--- config.mk ---
export PLATFORM = sky130hd
export DESIGN_NAME = fetch_controller
export DESIGN_NICKNAME = d
export VERILOG_FILES = /design/src/rtl/fetch_controller.sv
export SDC_FILE = /design/constraint.sdc
export NUM_CORES = 1
export LEC_CHECK = 0
export CORE_MARGIN = 8
export CORE_UTILIZATION = 37
export CTS_CLUSTER_DIAMETER = 40
export DETAILED_ROUTE_END_ITERATION = 8
export PLACE_DENSITY = 0.68
export SYNTH_ARGS = -nofsm -noshare
export SYNTH_HDL_FRONTEND = slang
export SYNTH_SLANG_ARGS = --single-unit
--- constraint.sdc ---
create_clock -name clk -period 4.75 [get_ports clk]
set_clock_uncertainty 0.05 [all_clocks]
set_input_delay 0.475 -clock clk [delete_from_list [all_inputs] [get_ports clk]]
set_output_delay 0.475 -clock clk [all_outputs]
set_load 0.01 [all_outputs]
--- src/rtl/fetch_controller.sv ---
// rtl/fetch_controller.sv - fetch-stage sequencer: fetch PC, icache requests, fetch register loads
// Optional feature macro: FETCH_CTRL_PERF_EN (HOLD-cycle and redirect counters)
module fetch_controller #(
  parameter int                    WORD_WIDTH = 32,
  parameter logic [WORD_WIDTH-1:0] RESET_PC   = 32'h0000_1000,
  parameter int                    PC_STEP    = 4
) (
  input  logic                  clk,
  input  logic                  reset,
  output logic                  icache_req_out,
  output logic [WORD_WIDTH-1:0] icache_addr_out,
  input  logic                  icache_op_done_in,
  input  logic [WORD_WIDTH-1:0] icache_instr_in,
  input  logic                  stall_in,
  input  logic                  alu_op_done_in,
  input  logic                  redirect_in,
  input  logic [WORD_WIDTH-1:0] redirect_pc_in,
  output logic [WORD_WIDTH-1:0] instruction_out,
  output logic [WORD_WIDTH-1:0] pc_out,
  output logic                  valid_out,
  output logic                  set_nop_out,
  output logic [31:0]           stall_cycles_out,
  output logic [15:0]           flush_count_out
);

  typedef enum logic [1:0] {
    S_WAIT  = 2'd0,
    S_HOLD  = 2'd1,
    S_DRAIN = 2'd2
  } state_t;

  state_t                state_q, state_d;
  logic [WORD_WIDTH-1:0] fetch_pc_q, fetch_pc_d;
  logic [WORD_WIDTH-1:0] buffer_q, buffer_d;
  logic [WORD_WIDTH-1:0] instr_q, instr_d;
  logic [WORD_WIDTH-1:0] pc_out_q, pc_out_d;
  logic                  valid_q, valid_d;
  logic                  set_nop_q, set_nop_d;

  logic                  deliver;
  logic [WORD_WIDTH-1:0] redirect_target;
  logic [WORD_WIDTH-1:0] fetch_pc_next;

  assign deliver         = ~stall_in & alu_op_done_in;
  assign redirect_target = {redirect_pc_in[WORD_WIDTH-1:2], 2'b00};
  assign fetch_pc_next   = fetch_pc_q + WORD_WIDTH'(PC_STEP);

  // Request is only live while waiting on the cache; address always tracks fetch_pc.
  assign icache_req_out  = (state_q == S_WAIT);
  assign icache_addr_out = fetch_pc_q;

  assign instruction_out = instr_q;
  assign pc_out          = pc_out_q;
  assign valid_out       = valid_q;
  assign set_nop_out     = set_nop_q;

  // Next-state decode: redirect overrides everything, otherwise deliver, buffer or drain.
  always_comb begin
    state_d    = state_q;
    fetch_pc_d = fetch_pc_q;
    buffer_d   = buffer_q;
    instr_d    = instr_q;
    pc_out_d   = pc_out_q;
    valid_d    = 1'b0;
    set_nop_d  = 1'b0;
    if (redirect_in) begin
      fetch_pc_d = redirect_target;
      pc_out_d   = redirect_target;
      set_nop_d  = 1'b1;
      case (state_q)
        S_WAIT:  state_d = icache_op_done_in ? S_WAIT : S_DRAIN;
        S_HOLD:  state_d = S_WAIT;
        S_DRAIN: state_d = icache_op_done_in ? S_WAIT : S_DRAIN;
        default: state_d = S_WAIT;
      endcase
    end else begin
      case (state_q)
        S_WAIT: begin
          if (icache_op_done_in) begin
            if (deliver) begin
              instr_d    = icache_instr_in;
              pc_out_d   = fetch_pc_q;
              valid_d    = 1'b1;
              fetch_pc_d = fetch_pc_next;
            end else begin
              buffer_d = icache_instr_in;
              state_d  = S_HOLD;
            end
          end
        end
        S_HOLD: begin
          if (deliver) begin
            instr_d    = buffer_q;
            pc_out_d   = fetch_pc_q;
            valid_d    = 1'b1;
            fetch_pc_d = fetch_pc_next;
            state_d    = S_WAIT;
          end
        end
        S_DRAIN: begin
          if (icache_op_done_in) begin
            state_d = S_WAIT;
          end
        end
        default: state_d = S_WAIT;
      endcase
    end
  end

  // State and registered outputs.
  always_ff @(posedge clk or posedge reset) begin
    if (reset) begin
      state_q    <= S_WAIT;
      fetch_pc_q <= RESET_PC;
      buffer_q   <= '0;
      instr_q    <= '0;
      pc_out_q   <= '0;
      valid_q    <= 1'b0;
      set_nop_q  <= 1'b0;
    end else begin
      state_q    <= state_d;
      fetch_pc_q <= fetch_pc_d;
      buffer_q   <= buffer_d;
      instr_q    <= instr_d;
      pc_out_q   <= pc_out_d;
      valid_q    <= valid_d;
      set_nop_q  <= set_nop_d;
    end
  end

`ifdef FETCH_CTRL_PERF_EN
  logic [31:0] stall_cnt_q, stall_cnt_d;
  logic [15:0] flush_cnt_q, flush_cnt_d;

  // Saturating counters: cycles spent holding a word, and redirects seen.
  always_comb begin
    stall_cnt_d = stall_cnt_q;
    flush_cnt_d = flush_cnt_q;
    if ((state_q == S_HOLD) && (stall_cnt_q != '1)) begin
      stall_cnt_d = stall_cnt_q + 32'd1;
    end
    if (redirect_in && (flush_cnt_q != '1)) begin
      flush_cnt_d = flush_cnt_q + 16'd1;
    end
  end

  // Counter registers.
  always_ff @(posedge clk or posedge reset) begin
    if (reset) begin
      stall_cnt_q <= '0;
      flush_cnt_q <= '0;
    end else begin
      stall_cnt_q <= stall_cnt_d;
      flush_cnt_q <= flush_cnt_d;
    end
  end

  assign stall_cycles_out = stall_cnt_q;
  assign flush_count_out  = flush_cnt_q;
`else
  assign stall_cycles_out = '0;
  assign flush_count_out  = '0;
`endif

endmodule

# Yosys cells after proc, flatten, opt, wreduce, memory -nomap -nowiden
# Index checks and enable logic that the tools add are counted.
dict set report word_totals {
  register_bits 132
  wordCells 54
  inputBits 70
}
dict set report classes {
  n_reduce_logical 8
  bitwise 4
  add_sub_neg 1
  n_mux 25
  n_eq_ne 9
}
# operator count
set op_table {}
lappend op_table {{2-to-1 mux 32 bit} 9}
lappend op_table {{case mux 32 bit (2 select lines)} 3}
lappend op_table {{adder 32 x 3 -> 32 bit (second input constant)} 1}
lappend op_table {{2-to-1 mux 2 bit} 7}
lappend op_table {{!= test 3 bit (second input constant)} 3}
lappend op_table {{AND reduction 4 bit} 2}
lappend op_table {{case mux 2 bit (3 select lines)} 1}
lappend op_table {{AND reduction 5 bit} 1}
lappend op_table {{2-to-1 mux 1 bit} 4}
lappend op_table {{!= test 2 x 1 -> 1 bit (second input constant)} 2}
lappend op_table {{!= test 3 x 1 -> 1 bit (second input constant)} 1}
lappend op_table {{inverter 1 bit} 3}
lappend op_table {{nonzero test 3 bit} 1}
lappend op_table {{== test 2 x 1 -> 1 bit (second input constant)} 1}
lappend op_table {{== test 2 bit (second input constant)} 1}
lappend op_table {{logical NOT 2 bit} 1}
lappend op_table {{!= test 2 bit (second input constant)} 1}
lappend op_table {{case mux 1 bit (2 select lines)} 1}
lappend op_table {{AND reduction 2 bit} 1}
lappend op_table {{nonzero test 2 bit} 1}
lappend op_table {{OR reduction 2 bit} 1}
lappend op_table {{AND 1 bit} 1}

# Depth between registers and ports, before layout
dict set report logic_depth {
  depth_word 6
  ltp_mapped 7
  mapped_depth_nobuf 6
}

# Worst setup path after synthesis
# OpenSTA, ideal clock, no wires.
dict set report synth_path {
  kind {input to register}
  startpoint {input stall_in}
  endpoint {register fetch_pc_q[18], in the netlist icache_addr_out[18]}
  t_required_ns 4.623
  path_stages 6
  t_arrival_ns 1.916
  setup_time_ns 0.077
  path_buffers 1
  path_slack_ns 2.706
  cell_sequence {nand2b_1 > or3_1 > buf_2 > or4b_4 > xor2_1 > a21oi_1}
}
dict set report synth_between {
  elab_chain_cells 6
}
# item line
set synth_lines {}
lappend synth_lines {{start: declaration} 14} ;# input logic stall_in,
lappend synth_lines {{inverter 1 bit *} 44} ;# assign deliver = ~stall_in & alu_op_done_in;
lappend synth_lines {{AND 1 bit *} 44}
lappend synth_lines {{2-to-1 mux 32 bit *} --}
lappend synth_lines {{2-to-1 mux 32 bit} --}
lappend synth_lines {{case mux 32 bit (2 select lines) *} --}
lappend synth_lines {{2-to-1 mux 32 bit *} --}
lappend synth_lines {{end signal: assignment} 122} ;# fetch_pc_q <= fetch_pc_d;
lappend synth_lines {{end: declaration} 33} ;# logic [WORD_WIDTH-1:0] fetch_pc_q, fetch_pc_d;
# Every way passes the cells marked *; elsewhere a longest branch is shown, timed or not. The select of a mux whose other input is x is not followed.
# A chain may end at the register's enable or synchronous reset.

# Worst setup path in the final report
dict set report layout_path {
  startpoint {input redirect_in}
  endpoint {register instr_q[14], in the netlist instruction_out[14]}
}
dict set report layout_between {
  elab_chain_cells 2
}
# item line
set layout_lines {}
lappend layout_lines {{start: declaration} 16} ;# input logic redirect_in,
lappend layout_lines {{inverter 1 bit (no line)} --}
lappend layout_lines {{AND reduction 5 bit (no line)} --}
lappend layout_lines {{end signal: assignment} 124} ;# instr_q <= instr_d;
lappend layout_lines {{end: declaration} 35} ;# logic [WORD_WIDTH-1:0] instr_q, instr_d;
# Every way passes these cells.

==> reports/metrics.yaml <==
critical_path:
  crit_fanout: 56
  cp_slowest_stage_delay_ps: 990
  arrival_ps: 2760
  crit_chain: "clkdlybuf4s50_1, buf_4, or4_2, buf_4, nand2_1, o21ai_0"
  cpLargestDelayFamily: "simple AND/OR/NAND/NOR gates"
  worstSetupEndpointType: "flip-flop"
  path_class: "in2reg"
  required_ps: 4970
  critPathBufInv: 3
  cpMaxStageDelayCell: "or4_2"
  worstSetupStartpointType: "input pin"
  crit_top_cell: "buf_4"
timing:
  drv_slew: 0
  maxSlewHeadroom_pct: 31.10
  finalCritPeriodShare_pct: 53.50
  worst_pin_slew_ps: 1034
  setup_violations: 0
  fmax_mhz: 393.5
  rsz0062_at_grt: "false"
  period_needed_ps: 2541
  setup_tns_ps: 0
  timing.final.hold_violations: 0
floorplanning:
  initial_core_util_pct: 37.58
  fp.dieH_um: 145.3
  die_w_um: 145.3
  num_rows: 47
  core-area_um2: 16470
  ios: 217
  dieArea_um2: 21120
logic_synthesis:
  synth_edf_count: 0
  yosys.area.top_type: "dfrtp_1"
  syn_avg_cell_area_um2: 10.19
  synthAdderAreaFrac_pct: 0.2022
  synthMuxAreaShare_pct: 12.78
  synth_top_family_by_area: "simple AND/OR/NAND/NOR gates"
  synth-simple-area-share_pct: 13.29
  ys_top_cells_by_area: "dfrtp_1, mux2i_1, buf_4, mux2_2, nand2_1"
  syn_area_um2: 6187
  yosysSeqAreaShare_pct: 52.19
  synth_top_area_share_pct: 51.77
  synth.distinct_cells: 44
  syn_inst: 607
  synth-async-reset-ratio_pct: 100.0
  synth_compound_area_share_pct: 9.909
  synth_xor_area_share_pct: 2.831
  ys_ff_latch: 129
  ys.warnings.count: 0
  synth_top_flop_cell: "dfrtp_1"
global_routing:
  globalRouteTotalUtil_pct: 16.45
  overflow: 0
  grt_pass1_wl_um: 27830
  antenna_found_initial: 0
  grt_pass1_vias: 5064
  grt_max_degree: 57
route:
  vias: 4841
  drcViolationCount: 0
  wl_per_cell_um: 17.22
  drt_wl_total_um: 17170
  drtAntennaViolNets: 0
  vias_per_cell: 4.856
  first_iter_violations: 284
  drtPass1Iterations: 6
layout:
  final_nets: 835
  final_area_um2: 8514
  drive_gt1_share_pct: 10.17
  n_fill_cell: 1545
  antenna_cells: 0
  area_delta_synth_final_pct: 37.61
pwr:
  power.density_nw_per_um2: 422.5
  total_power_mw: 3.597
  p_leak_nw: 3.765
  irDropWorstVdd_mv: 0.2320
run_status:
  status: "completed"
min_path:
  worstHoldPathType: "in2async"
cts:
  cts_setup_buffers: 0
  insertion_delay_ps: 420
  cts_sinks: 129
  cts_resized: 0
  cts_tree: "done"
  clkTransAtPathRegs_ps: 60
  htreeDepth: 4
  clockRootBuffer: "clkbuf_16"
  clockBufferDepth: 2
  cts_hold_buf: 0
  cts_buffers: 17
placed_design:
  dp_hpwl_um: 11960
  placed_area_um2: 7855
  globalplace.congestion: 0.7901
  portBuffers: 164
job:
  drv_cap: 0
-- worst reg2reg max path, cell delays in order (launching register included) --
cell	delay, ps
dfrtp_1	470
nand4_1	330
or2_2	450
nor4_1	650
xnor2_1	190
o21ai_0	80
-- where the power goes --
group | switching (mW) | total (mW) | leakage, nW | internal (mW)
Sequential | 0.131 | 1.42 | 1.54 | 1.29
Combinational | 0.325 | 0.728 | 1.91 | 0.402
Clock | 0.483 | 1.44 | 0.315 | 0.962
Total | 0.939 | 3.60 | 3.77 | 2.66
-- synthesized netlist by cell type (4+ instances only) --
cell type	instances
dfrtp_1	128
mux2_2	32
o311ai_0	4
buf_1	4
nor4_1	7
nor3_1	5
nand4_1	13
nand2_1	94
buf_4	51
o211ai_1	4
nor2_1	34
nand3_1	11
inv_1	9
mux2i_1	43
a31oi_1	18
o21ai_0	53
clkbuf_1	25
xor2_1	12
xnor2_1	8
a21oi_1	22
-- routing by layer --
layer	vias to the layer above	wire [µm]	GRT usage (%)
li1	2340	-	-
met1	2334	7178	19.64
met2	154	8619	27.29
met3	13	1151	5.410
met4	0	219	5.830
met5	-	0	0
-- sequential cells by signal, indices dropped and copies added, names as in the netlist --
signal	flops
instruction_out	32
valid_out	1
pc_out	31
buffer_q	32
state_q	2
icache_addr_out	30
set_nop_out	1
-- area by class of cell --
class                   instances  area [µm²]  area share (%)
clock inverters                 8       147.6           1.734
clock buffers                  24       511.7           6.010
multi-input cells             435        2610           30.65
repair buffers                172        1702           19.99
flip-flops and latches        129        3229           37.93
inverters                       9       38.79          0.4555
well taps                     220       275.3           3.233
-- worst paths after layout --
check                              startpoint                  end  slack, ps  cells after the start
min                                     reset          buffer_q[6]        390                      2
max reg2reg                icache_addr_out[4]  icache_addr_out[31]       2400                      5
min reg2reg                instruction_out[4]   instruction_out[4]        420                      2
max                               redirect_in  instruction_out[14]       2210                      6
min in group clk           instruction_out[4]   instruction_out[4]        420                      2
max in group asynchronous               reset           pc_out[18]       3290                      3
-- through the flow --
step | hold WS [ps] | std cells | util [%] | setup slack (ps)
global route | 406.9 | 997 | 51.71 | 2075
CTS | 398.2 | 997 | 51.71 | 2218
floorplan | 395.7 | 656 | - | 785.7
finish | 386.9 | 997 | 51.71 | 2209
global placement | 409.6 | 965 | 47.71 | 1832
detailed placement | 418.7 | 965 | 47.71 | 1783
-- placed cells by master, fill, tap and decap left out, types with 2 or more instances in the layout --
| master | netlist | layout |
|---|---|---|
| clkdlybuf4s50_1 | 0 | 164 |
| dfrtp_1 | 128 | 128 |
| nand2_1 | 94 | 94 |
| o21ai_0 | 53 | 53 |
| conb_1 | 1 | 50 |
| mux2i_1 | 43 | 43 |
| nor2_1 | 34 | 34 |
| mux2_2 | 32 | 32 |
| a21oi_1 | 22 | 22 |
| a31oi_1 | 18 | 18 |
| clkbuf_16 | 0 | 17 |
| nand4_1 | 13 | 13 |
| xor2_1 | 12 | 12 |
| nand3_1 | 11 | 11 |
| inv_1 | 9 | 8 |
| xnor2_1 | 8 | 8 |
| buf_4 | 51 | 8 |
| nor4_1 | 7 | 7 |
| clkbuf_8 | 0 | 6 |
| nor3_1 | 5 | 5 |
| o211ai_1 | 4 | 4 |
| o311ai_0 | 4 | 4 |
| bufinv_16 | 0 | 4 |
| clkinvlp_4 | 0 | 3 |
| nand2b_1 | 2 | 2 |
| and4_1 | 2 | 2 |
| or3_1 | 2 | 2 |
| and3_1 | 2 | 2 |
| and2_1 | 2 | 2 |
-- kinds of logic (layout without fill, tap and decap cells) --
family | after synthesis | in the layout
AO/OA/AOI/OAI | 108 | 108
other | 1 | 50
AND/OR/NAND/NOR | 181 | 181
adder cells (fa/ha/maj) | 1 | 1
XOR/XNOR | 20 | 20
flip-flops | 129 | 129
multiplexers | 75 | 75
buffers and inverters | 92 | 213
Note: power is estimated with default switching activity, not from simulation.
